File: config.mk
export PLATFORM = sky130hd
export DESIGN_NAME = conv_mac_engine
export DESIGN_NICKNAME = d
export VERILOG_FILES = /design/src/rtl/conv_mac_engine.sv
export SDC_FILE = /design/constraint.sdc
export NUM_CORES = 1
export LEC_CHECK = 0
export CORE_ASPECT_RATIO = 2
export CORE_MARGIN = 4
export CORE_UTILIZATION = 48
export DETAILED_ROUTE_END_ITERATION = 16
export GPL_ROUTABILITY_DRIVEN = 0
export GPL_TIMING_DRIVEN = 1
export PLACE_DENSITY_LB_ADDON = 0.25
export SLEW_MARGIN = 10
export SYNTH_ARGS = -nofsm -noshare
export SYNTH_HDL_FRONTEND = slang
export SYNTH_SLANG_ARGS = --single-unit
File: constraint.sdc
create_clock -name clk -period 14.8 [get_ports clk]
set_input_delay 2.96 -clock clk [delete_from_list [all_inputs] [get_ports clk]]
set_output_delay 2.96 -clock clk [all_outputs]
set_load 0.02 [all_outputs]
File: src/rtl/conv_mac_engine.sv
// Sequential N x N convolution dot product, one MAC per clock.
// Clamps to pixel range or saturates to signed OUT_W on completion.
module conv_mac_engine #(
  parameter int PIX_W = 8,
  parameter int KER_W = 8,
  parameter int MAX_N = 5,
  parameter int ACC_W = 22,
  parameter int OUT_W = 16
) (
  input  logic                         clk,
  input  logic                         reset,
  input  logic                         start,
  input  logic [1:0]                   matrix_size,
  input  logic                         mode,
  input  logic [MAX_N*MAX_N*PIX_W-1:0] pixel,
  input  logic [MAX_N*MAX_N*KER_W-1:0] kernel,
  output logic                         busy,
  output logic                         done,
  output logic [OUT_W-1:0]             result,
  output logic                         overflow
);

  localparam int NE = MAX_N * MAX_N;
  localparam int NW = $clog2(MAX_N + 1);
  localparam int IW = $clog2(NE);
  localparam int PW = PIX_W + KER_W + 1;

  localparam logic signed [ACC_W-1:0] PIX_MAX =
    ACC_W'((1 << PIX_W) - 1);
  localparam logic signed [ACC_W-1:0] OUT_MAX =
    ACC_W'((1 << (OUT_W - 1)) - 1);
  localparam logic signed [ACC_W-1:0] OUT_MIN =
    ACC_W'(-(1 << (OUT_W - 1)));

  typedef enum logic [1:0] {
    IDLE,
    MAC,
    FINISH
  } state_e;

  state_e                   state_q;
  logic [PIX_W-1:0]         pix_q [NE];
  logic [KER_W-1:0]         ker_q [NE];
  logic [NW-1:0]            n_q;
  logic [NW-1:0]            r_q;
  logic [NW-1:0]            c_q;
  logic                     mode_q;
  logic signed [ACC_W-1:0]  acc_q;
  logic                     busy_q;
  logic                     done_q;
  logic [OUT_W-1:0]         res_q;
  logic                     ovf_q;

  logic [NW-1:0]            n_d;
  logic [IW-1:0]            idx;
  logic signed [PW-1:0]     prod;
  logic signed [ACC_W-1:0]  acc_d;
  logic [OUT_W-1:0]         res_d;
  logic                     ovf_d;

  always_comb begin
    int n_int;
    n_int = int'(matrix_size) + 2;
    if (n_int > MAX_N) n_int = MAX_N;
    n_d = NW'(n_int);
  end

  // Single shared multiplier; pixel is zero-extended to stay unsigned.
  always_comb begin
    idx   = IW'(int'(r_q) * MAX_N + int'(c_q));
    prod  = $signed({1'b0, pix_q[idx]}) * $signed(ker_q[idx]);
    acc_d = acc_q + ACC_W'(prod);
  end

  always_comb begin
    res_d = OUT_W'(acc_q);
    ovf_d = 1'b0;
    if (!mode_q) begin
      if (acc_q < 0) begin
        res_d = '0;
        ovf_d = 1'b1;
      end else if (acc_q > PIX_MAX) begin
        res_d = OUT_W'(PIX_MAX);
        ovf_d = 1'b1;
      end
    end else begin
      if (acc_q > OUT_MAX) begin
        res_d = OUT_W'(OUT_MAX);
        ovf_d = 1'b1;
      end else if (acc_q < OUT_MIN) begin
        res_d = OUT_W'(OUT_MIN);
        ovf_d = 1'b1;
      end
    end
  end

  always_ff @(posedge clk or posedge reset) begin
    if (reset) begin
      state_q <= IDLE;
      for (int i = 0; i < NE; i++) begin
        pix_q[i] <= '0;
        ker_q[i] <= '0;
      end
      n_q    <= '0;
      r_q    <= '0;
      c_q    <= '0;
      mode_q <= 1'b0;
      acc_q  <= '0;
      busy_q <= 1'b0;
      done_q <= 1'b0;
      res_q  <= '0;
      ovf_q  <= 1'b0;
    end else begin
      done_q <= 1'b0;
      unique case (state_q)
        IDLE: begin
          if (start) begin
            for (int i = 0; i < NE; i++) begin
              pix_q[i] <= pixel[i*PIX_W +: PIX_W];
              ker_q[i] <= kernel[i*KER_W +: KER_W];
            end
            n_q     <= n_d;
            mode_q  <= mode;
            acc_q   <= '0;
            r_q     <= '0;
            c_q     <= '0;
            busy_q  <= 1'b1;
            state_q <= MAC;
          end
        end
        MAC: begin
          acc_q <= acc_d;
          if (c_q == n_q - NW'(1)) begin
            c_q <= '0;
            if (r_q == n_q - NW'(1)) state_q <= FINISH;
            else r_q <= r_q + NW'(1);
          end else begin
            c_q <= c_q + NW'(1);
          end
        end
        FINISH: begin
          res_q   <= res_d;
          ovf_q   <= ovf_d;
          done_q  <= 1'b1;
          busy_q  <= 1'b0;
          state_q <= IDLE;
        end
        default: state_q <= IDLE;
      endcase
    end
  end

  assign busy     = busy_q;
  assign done     = done_q;
  assign result   = res_q;
  assign overflow = ovf_q;

endmodule

==> out/summary.md, run 1 <==
After the first detailed-routing iteration, the DRC count stood at 1483. The sequential element share of the synthesized area is 48.12%, and the met1 demand-to-capacity share in global routing is 32.47%. In the final layout, the share of cells above drive strength 1 is 7.954%.

Summed over all instances, the cell type with the most area after synthesis is dfrtp_1. The multi-input logic area is 11420 µm². The critical path is of the reg -> reg type. The count of nets left with antenna violations after detail routing came out at 0.

Setup repair after global routing left no endpoint under its margin. Yosys mapped a number of flops with a built-in enable equal to 0. For the final sum of negative setup slack, the log shows 0 ns.

Clock latency on the worst-skew pair, taken at its later pin, is 0.58 ns. The tightest min-delay check is of the reg -> reg type. Worst setup path startpoint: r_q[1]$_DFFE_PP0P_.

No sink is reached through more buffers than the 3 on the longest clock path. Along the worst hold path, the cell count comes to 2. The total of cells resized after clock tree synthesis is 0. The synthesized netlist contains 54 unique library cells. The tool flagged a number of max-cap violations equal to 0. The path depth of the worst reg2reg path works out to 23. For this design, the CTS-stage hold fixing added 0 buffers. Across every metal layer, demand over resource in global routing totals 27.22%. The flop and latch count out of synthesis is 453, and the post-CTS setup-driven buffer insertion count is 0. The share of flip-flops with an asynchronous set or reset is 100.0%. The final layout contains 3384 nets. The die covers 52900 µm².

The most common cell in the synthesized netlist is nand2_1. The core region is 48500 µm². Average wire per cell in the routed design: 20.53 µm.

Summed over all nets, the half-perimeter wirelength after detailed placement is 54.56 mm. Averaged over all synthesized cells, the footprint is 9.450 µm². In the synthesized netlist the dominant register cell turns out to be dfrtp_1.

The tools report the initial antenna violation count as 7. After synthesis, the most frequently instantiated cells are nand2_1 (1267), dfrtp_1 (453), mux4_2 (110). The tools report the wire length of the first global-routing pass as 111.5 mm.

Yosys attributes the largest share of cell area to dfrtp_1 (48%), nand2_1 (20%), mux4_2 (11%). In the global route stage, met3 resource usage came out at 3.808%. Of the post-synthesis cell area, the dominant cell type holds 48.12%. The startpoint of the lowest-slack hold path was pix_q[131]$_DFFE_PP0P_. The vias after detailed routing came out at 18940. The logs give 15.24 ns for the worst path required time and 20070 for the number of global-route vias before repair. The tools report the count of pins on the block boundary as 425. The total overflow reported by the global router was 0; the pin count of the biggest net entering global routing was 262. The initial utilization of the core area, before any placement, comes to 48.58%. TritonCTS built the clock tree. Largest clock skew in the final design: 0.02254 ns. During placement, the flow inserted port buffers numbering 424. For the first-pass iteration count of the detailed router, the log shows 5. The critical path endpoint category is a flop. The run gives 0 as the number of pins with negative max-slew slack in the final report.

The capturing point of the worst reg2reg path was acc_q[20]$_DFFE_PP0P_. The final number of hold-violating endpoints was 0. The run finished with clean final reports. The worst register-to-register path begins at r_q[1]$_DFFE_PP0P_.

STA classifies the critical path startpoint as a flop. Of all nets on the critical path, the largest fanout is 69. Summing every instance area after synthesis gives 23560 µm².

Global routing used 48.23% of the available met2 tracks. From bottom edge to top edge, the die measures 321.3 µm. For the worst slew slack as a fraction of its limit, the log shows 9.359%. The final routed DRC violation total is 0. After filler insertion, the fill cell instance count of the layout stands at 4127.

The final layout contains routed wiring with a total length of 72.33 mm. In this run the number of H-tree levels came out at 2. Setup violations remaining at the end of the flow were counted as 0. The post-detailed-route via-to-cell ratio is 5.373. After clock tree synthesis, the clock-pin slew on the worst setup and hold paths is 0.07 ns. The slew of the pin with the lowest slew margin was 1.360 ns. The final critical path time including I/O delays and setup was 9.148 ns. The arrival time at the worst endpoint is 9.59 ns, and the combined flip-flop and latch cell area is 11340 µm². Clock tree synthesis inserted a total of 42 buffers.

From synthesis to final layout, the design area changed by 25.99%. The logs give 5.65 ns for the minimum setup slack among reg-to-reg paths and 114 for the number of rows in the core area. The cell sitting at the root of the clock tree is a clkbuf_16. The fraction of the cycle the final worst path needs is 61.81%. Cell count after synthesis: 2493.

For hold timing, the worst endpoint is pix_q[131]$_DFFE_PP0P_. The Yosys step of the flow raised 0 warnings. The global routing stage identified its most utilized layer as met2. Synthesis produced a netlist with a net count of 3030.

Timing would allow up to 109.3 MHz. CTS saw 453 sinks. The width of the die is 164.7 µm.
==> worst max-delay path, stage by stage (launching register included) <==
cell and delay (ns):
dfrtp_1 0.45, ha_1 0.35, ha_4 0.64, buf_4 0.89
mux4_2 0.61, mux4_2 0.50, mux2i_1 0.57, nand2_1 0.18
fa_1 0.54, fa_1 0.54, inv_1 0.06, fa_1 0.52
fa_1 0.55, inv_1 0.06, fa_1 0.53, inv_1 0.04
ha_1 0.29, o21ai_0 0.10, a21boi_0 0.35, o221a_2 0.30
nor2_1 0.08, o41ai_1 0.49, mux2i_1 0.24, nand3_1 0.10
==> final cells by class <==
cell class,count,share of cell area (%)
diodes,7,0.05901
clock buffers,54,3.861
clock inverters,22,0.9021
inverters,79,1.012
multi-input cells,1829,38.48
flip-flops and latches,453,38.19
well taps,638,2.689
repair buffers,442,14.81
==> state kept, by name (all words and copies together), names as in the netlist <==
signal	cells
n_q	3
mode_q	1
r_q	3
overflow	1
state_q	2
acc_q	22
busy	1
ker_q	200
done	1
result	16
c_q	3
pix_q	200
==> metal layers <==
layer  up-vias  wire length [µm]
met3       154              4052
met2       699             38230
met5         -                 0
met1      9377             26470
met4         0              3576
li1       8706                 -
==> worst max path at each step <==
stage	depth (start not counted)	endpoint	slack (ns)
global route	23	acc_q[20]$_DFFE_PP0P_	5.30
floorplan	1	acc_q[0]$_DFFE_PP0P_	5.71
detailed placement	24	acc_q[20]$_DFFE_PP0P_	5.70
CTS	24	acc_q[20]$_DFFE_PP0P_	5.69
finish	23	acc_q[20]$_DFFE_PP0P_	5.65
global placement	24	acc_q[20]$_DFFE_PP0P_	5.88
==> cell families (layout without fill, tap and decap cells) <==
logic type               after synthesis  in the layout  synth area share (%)
multiplexers                         144            144                 12.17
XOR/XNOR                              28             28                 1.073
buffers and inverters                211            597                 3.712
other                                  0              7                     0
AND/OR/NAND/NOR                     1411           1411                 23.38
adder cells (fa/ha/maj)              131            131                 8.614
flip-flops                           453            453                 48.12
AO/OA/AOI/OAI                        115            115                 2.926
==> cells in the final DEF, fill, tap and decap left out, types with 20 or more instances in the layout <==
cell	Yosys	final
o21ai_0	57	57
fa_1	52	51
mux4_2	110	110
ha_1	79	77
inv_1	79	78
nor2_1	62	62
nand2_1	1267	1266
dfrtp_1	453	453
xnor2_1	20	20
clkdlybuf4s50_1	0	424
mux2i_1	30	30
clkbuf_16	0	42
a21oi_1	21	21
==> stage by stage <==
step           instance area (µm²)  cells  hold slack (ns)  utilization, %  setup slack [ns]
2_1_floorplan                23560   2493           0.4379               -             5.713
3_5_place_dp                 28250   3441           0.4572           58.25             5.703
3_3_place_gp                 28250   3441           0.4520           58.25             5.881
6_report                     29680   3524           0.4724           61.20             5.652
5_1_grt                      29680   3524           0.4950           61.20             5.301
4_1_cts                      29660   3517           0.4735           61.16             5.685
Power of run 1 is not shown: default switching activity piles up to over one toggle a cycle in this logic, so the estimate is an artifact.
==> run 2: changes to the inputs <==
CORE_UTILIZATION = 51   (was 48)
clock period = 9.6 ns   (was 14.8 ns; I/O delays follow)
==> out/summary.md, run 2 (synthesized netlist as in run 1, its figures left out) <==
The area of the die was 49900 µm² (was 52900 µm²); the vias after detailed routing was 19060 (was 18940). Pin count of the biggest net entering global routing: 251 (was 262). The number of H-tree levels is 2 (unchanged), and the worst slew slack as a fraction of its limit is 20.01% (was 9.359%).

Cell at the slowest stage of the critical path: ha_4 (was buf_4). The number of global-route vias before repair was 20300 (was 20070). The path type of the worst setup path was reg -> reg (unchanged). First-pass iteration count of the detailed router: 5 (unchanged). TritonCTS built the clock tree. For the number of setup violations in the final report, the log shows 0 (unchanged). The die height works out to 312.0 µm (was 321.3 µm). The arrival time at the worst endpoint is 9.25 ns (was 9.59 ns), and the core footprint is 45830 µm² (was 48500 µm²).

The width of the die came out at 160.0 µm (was 164.7 µm). Total CTS buffers: 40 (was 42). The clock edge transition at the registers on the reported setup and hold paths came out at 0.07 ns (about the same). The run gives 111.8 mm (was 111.5 mm) as the wire length of the first global-routing pass. The post-detailed-route via-to-cell ratio works out to 5.519 (was 5.373).

The final sum of negative setup slack was 0 ns (unchanged); the number of buffers and inverters on the critical path was 4 (unchanged). Setup repair after global routing left no endpoint under its margin. The highest clock frequency the design can meet was 113.4 MHz (was 109.3 MHz); the top fanout value on the critical path was 70 (was 69). The largest stage delay on the critical path is 1.00 ns (was 0.89 ns). The layout overhead on the synthesized area was 25.55% (was 25.99%).

For the clock sink total, the log shows 453 (unchanged). The total number of nets in the final design is 3393 (was 3384), and the fraction of the cycle the final worst path needs is 91.84% (was 61.81%). The count of input and output buffers is 424 (unchanged).

The tools report the critical path endpoint category as a flop (unchanged). The root buffer cell is clkbuf_16 (unchanged). The post-CTS setup-driven buffer insertion count came out at 0 (unchanged). The cell with the most instances on the worst path is fa_1 (unchanged). For the clock latency on the worst-skew pair, the log shows 0.56 ns (was 0.58 ns). The count of nets left with antenna violations after detail routing was 0 (unchanged). The largest clock skew in the final design came out at 0.01826 ns (was 0.02254 ns).

For the initial antenna violation count, the log shows 3 (was 7). The logs give 0 (unchanged) for the final routed DRC violation total and 425 (unchanged) for the count of pins on the block boundary. The total of cells resized after clock tree synthesis was 0 (unchanged); the final number of hold-violating endpoints was 0 (unchanged).

For the total overflow reported by the global router, the log shows 0 (unchanged). The average wire per cell in the routed design was 20.59 µm (was 20.53 µm). The maximum count of clock buffers along a single path is 3 (unchanged), and the detailed router's first-iteration violation count is 1531 (was 1483). The logs give 54.11 mm (was 54.56 mm) for the sum of net half-perimeters after detailed placement and 0 (unchanged) for the number of max-cap violations. The number of rows in the core area came out at 111 (was 114). Critical path, cell by cell: ha_1 -> ha_4 -> buf_4 -> mux4_2 -> mux4_2 -> mux2i_1 -> or2_1 -> fa_1 -> fa_1 -> inv_1 -> fa_1 -> fa_1 -> inv_1 -> fa_1 -> inv_1 -> ha_1 -> o21ai_0 -> a21boi_0 -> o221a_2 -> nor2_1 -> o41ai_1 -> mux2i_1 -> nand3_1 (was ha_1 -> ha_4 -> buf_4 -> mux4_2 -> mux4_2 -> mux2i_1 -> nand2_1 -> fa_1 -> fa_1 -> inv_1 -> fa_1 -> fa_1 -> inv_1 -> fa_1 -> inv_1 -> ha_1 -> o21ai_0 -> a21boi_0 -> o221a_2 -> nor2_1 -> o41ai_1 -> mux2i_1 -> nand3_1). The final critical path time including I/O delays and setup works out to 8.817 ns (was 9.148 ns). Registers with the most flip-flops: ker_q: 200 flops, pix_q: 200 flops, acc_q: 22 flops (unchanged). The worst path required time came out at 10.03 ns (was 15.24 ns). The critical path's top delay family was adder cells (unchanged). The run finished with clean final reports. The number of pins with negative max-slew slack in the final report came out at 0 (unchanged). The wire length reported by the detailed router came out at 71.12 mm (was 72.33 mm). The number of buffers inserted by hold repair at cts came out at 0 (unchanged). Most common cell after layout, fill and taps aside: nand2_1 (unchanged).

The classification of the worst-slack hold path was reg -> reg (unchanged). Effective utilization at floorplan: 51.40% (was 48.58%). The tools report the combined global-route utilization of all metal layers as 28.41% (was 27.22%). Slew of the pin with the lowest slew margin: 1.200 ns (was 1.360 ns).

Most used cells in the layout excluding fill and tap cells: nand2_1 (1266), dfrtp_1 (453), clkdlybuf4s50_1 (424) (unchanged). The tools report the startpoint type of the worst setup path as a flop (unchanged). The fraction of layout cells with a size suffix above 1 works out to 8.039% (was 7.954%).
[run 2: cell types whose count changed in the layout (fill, tap and decap cells not counted), moves of 2 or more]
cell / change
buf_4: +9
bufinv_16: -2
clkbuf_8: +4
clkinv_2: -4
clkbuf_1: +4
clkbuf_16: -2
buf_12: +3
clkinvlp_4: -4
diode_2: -4
[run 2: final timing paths]
kind	cells past startpoint	end	slack, ns	start
setup / recovery	23	acc_q[20]$_DFFE_PP0P_	0.78	r_q[1]$_DFFE_PP0P_
setup reg to reg	23	acc_q[20]$_DFFE_PP0P_	0.78	r_q[1]$_DFFE_PP0P_
max in group asynchronous	4	ker_q[57]$_DFFE_PP0P_	5.58	reset
min in group asynchronous	2	ker_q[63]$_DFFE_PP0P_	1.97	reset
hold reg to reg	2	ker_q[115]$_DFFE_PP0P_	0.47	ker_q[115]$_DFFE_PP0P_
hold / removal	2	ker_q[115]$_DFFE_PP0P_	0.47	ker_q[115]$_DFFE_PP0P_
[run 2: layer usage]
metal / share of wire [%] / vias up / wire (µm) / track usage [%]
li1: - / 8716 / - / -
met1: 36 / 9406 / 25480 / 32.94
met2: 52 / 762 / 37010 / 50.66
met3: 6.0 / 180 / 4253 / 4.169
met4: 6.2 / 0 / 4377 / 15.13
met5: 0 / - / 0 / 0
[run 2: cell type report]
cell class | instances | area [µm²]
clock buffer | 60 | 1166
sequential | 453 | 11340
timing repair buffer | 453 | 4512
clock inverter | 12 | 132.6
multi-input combinational | 1829 | 11420
inverter | 79 | 300.3
fill | 3652 | 16250
antenna | 3 | 7.507
tap | 565 | 706.9
[run 2: stage by stage]
stage	std cells	worst slack [ns]	hold WS (ns)	util (%)	instance area, µm²
2_1_floorplan	2493	1.553	0.4379	-	23560
3_3_place_gp	3379	1.147	0.4526	61.68	28270
3_5_place_dp	3379	0.8500	0.4566	61.68	28270
4_1_cts	3451	0.8578	0.4736	64.52	29570
5_1_grt	3454	0.1690	0.4936	64.53	29580
6_report	3454	0.7830	0.4722	64.53	29580
[run 2: worst min-delay path: cells and delay by family (launching register included)]
family	cells	cell delay, ns
flip-flops	1	0.34
AND/OR/NAND/NOR	2	0.10
Power of run 2 is left out for the same reason.
==> run 3: changes to the inputs <==
clock period = 8.5 ns   (was 9.6 ns; I/O delays follow)
==> out/summary.md, run 3 (synthesized netlist as in run 1, its figures left out) <==
For the clock sink total, the log shows 453 (unchanged). The number of global-route vias before repair came out at 20300 (about the same). Total CTS buffers: 41 (was 40).

The initial antenna violation count is 6 (was 3), and the final critical path time including I/O delays and setup is 8.112 ns (was 8.817 ns). For the number of pins with negative max-slew slack in the final report, the log shows 0 (unchanged). The combined global-route utilization of all metal layers was 28.08% (was 28.41%); the pin count of the biggest net entering global routing was 223 (was 251).

The number of H-tree levels is 2 (unchanged), and the minimum setup slack among reg-to-reg paths is 0.39 ns (was 0.78 ns). For the final number of hold-violating endpoints, the log shows 0 (unchanged). The number of rows in the core area is 111 (unchanged).

For the least setup slack across all paths after layout, the log shows 0.3885 ns (was 0.7830 ns). Startpoint of the lowest-slack hold path: pix_q[136]$_DFFE_PP0P_ (was ker_q[115]$_DFFE_PP0P_). The multi-input logic area came out at 11420 µm² (unchanged). The number of inserted filler cells in the final layout was 3714 (was 3652); the final sum of negative setup slack was 0 ns (unchanged).

Critical register-to-register path startpoint: r_q[0]$_DFFE_PP0P_ (was r_q[1]$_DFFE_PP0P_). The layout overhead on the synthesized area works out to 26.63% (was 25.55%). The count of input and output buffers was 424 (unchanged); the total of cells resized after clock tree synthesis was 0 (unchanged). Most used cells in the layout excluding fill and tap cells: nand2_1 (1266), dfrtp_1 (453), clkdlybuf4s50_1 (424) (unchanged). The final routed DRC violation total is 0 (unchanged). The largest clock skew in the final design is 0.008799 ns (was 0.01826 ns), and the top fanout value on the critical path is 24 (was 70).

The logs give 110.4 mm (was 111.8 mm) for the wire length of the first global-routing pass and 8.92 ns (was 10.03 ns) for the worst path required time. TritonCTS built the clock tree. The clock edge transition at the registers on the reported setup and hold paths is 0.07 ns (about the same). Classification of the worst-slack hold path: reg -> reg (unchanged). The first-pass iteration count of the detailed router is 5 (unchanged), and the effective utilization at floorplan is 51.40% (unchanged). The count of pins on the block boundary is 425 (unchanged).

The flow ran to the end, and the final reports show no timing, DRC or antenna violations. The run gives 11340 µm² (unchanged) as the combined flip-flop and latch cell area. The tools report the startpoint type of the worst setup path as a flop (unchanged). Setup repair after global routing left no endpoint under its margin. Most common cell after layout, fill and taps aside: nand2_1 (unchanged). Wire length reported by the detailed router: 70.55 mm (was 71.12 mm). The highest clock frequency the design can meet is 123.3 MHz (was 113.4 MHz). The root buffer cell was clkbuf_16 (unchanged).

The run gives 0 (unchanged) as the number of setup violations in the final report. The worst setup path endpoint was acc_q[20]$_DFFE_PP0P_ (unchanged). The total number of nets in the final design came out at 3414 (was 3393).

Vias after detailed routing: 18960 (was 19060). The maximum count of clock buffers along a single path was 3 (unchanged). The smallest hold slack is 0.4691 ns (was 0.4722 ns). The path depth of the worst reg2reg path came out at 27 (was 23). The tools report the number of max-cap violations as 0 (unchanged). The path type of the worst setup path is reg -> reg (unchanged).

Core footprint: 45830 µm² (unchanged). The number of buffers inserted by hold repair at cts is 0 (unchanged), and the average wire per cell in the routed design is 20.30 µm (was 20.59 µm). The fraction of the cycle the final worst path needs works out to 95.43% (was 91.84%). The capturing point of the worst reg2reg path is acc_q[20]$_DFFE_PP0P_ (unchanged). Count of nets left with antenna violations after detail routing: 0 (unchanged). The post-CTS setup-driven buffer insertion count is 0 (unchanged), and the clock latency on the worst-skew pair is 0.54 ns (was 0.56 ns). The worst setup path startpoint was r_q[0]$_DFFE_PP0P_ (was r_q[1]$_DFFE_PP0P_).

The worst slew slack as a fraction of its limit is 27.42% (was 20.01%). The width of the die is 160.0 µm (unchanged), and the post-placement setup slack is 0.2180 ns (was 0.8500 ns). The detailed router's first-iteration violation count is 1692 (was 1531). The slew of the pin with the lowest slew margin was 1.085 ns (was 1.200 ns); the area of the die was 49900 µm² (unchanged). The utilization of the core after routing is 65.09% (was 64.53%). Post-detailed-route via-to-cell ratio: 5.456 (was 5.519). The sum of net half-perimeters after detailed placement was 53.25 mm (was 54.11 mm); the total overflow reported by the global router was 0 (unchanged). The critical path endpoint category is a flop (unchanged). The die height was 312.0 µm (unchanged). Registers with the most flip-flops: ker_q: 200 flops, pix_q: 200 flops, acc_q: 22 flops (unchanged).

The fraction of layout cells with a size suffix above 1 came out at 8.741% (was 8.039%). Arrival time at the worst endpoint: 8.53 ns (was 9.25 ns).
run 3: changes by cell type in the layout (fill, tap and decap cells not counted), moves of 2 or more:
cell | before | now
buf_4 | 25 | 39
clkinv_2 | 6 | 8
clkbuf_1 | 11 | 9
buf_12 | 4 | 10
run 3: stage by stage:
stage                     area, µm²  instances
after floorplan               23560       2493
after global placement        28450       3394
after detailed placement      28450       3394
after CTS                     29770       3466
after global routing          29830       3475
final                         29830       3475
run 3: worst min-delay path by stage:
stage                                   to  cells past startpoint
CTS                  ker_q[85]$_DFFE_PP0P_                      2
global route        ker_q[175]$_DFFE_PP0P_                      2
floorplan            ker_q[71]$_DFFE_PP0P_                      2
finish              pix_q[136]$_DFFE_PP0P_                      2
global placement    ker_q[148]$_DFFE_PP0P_                      2
detailed placement  ker_q[175]$_DFFE_PP0P_                      2
run 3: worst max-delay path, stage by stage (launching register included):
cell      delay [ns]
dfrtp_1         0.48
ha_1            0.35
ha_1            0.32
fa_2            0.69
buf_12          0.25
nor4b_4         0.07
buf_4           0.21
nand2_1         0.08
o21ai_0         0.07
mux2i_1         0.56
nor2_1          0.13
fa_1            0.51
inv_1           0.05
fa_1            0.47
inv_1           0.05
fa_1            0.50
fa_1            0.54
inv_1           0.05
fa_1            0.53
inv_1           0.04
ha_1            0.29
o21ai_0         0.11
a21boi_0        0.34
o221a_2         0.30
nor2_1          0.08
o41ai_1         0.52
mux2i_1         0.24
nand3_1         0.08
run 3: final cells by class:
cell class	instances	share of cell area [%]
multi-input combinational	1829	38.27
sequential	453	38.00
timing repair buffer	473	15.88
clock buffer	58	3.921
tap	565	2.370
inverter	79	1.007
clock inverter	14	0.5243
antenna	4	0.03355
run 3: metal layers:
layer / global-route usage (%) / vias up / part of all wire (%)
li1: - / 8749 / -
met1: 32.88 / 9268 / 36
met2: 50.11 / 742 / 53
met3: 3.562 / 195 / 5.5
met4: 14.99 / 4 / 6.2
met5: 0 / - / 0.040
Power of run 3 is left out for the same reason.
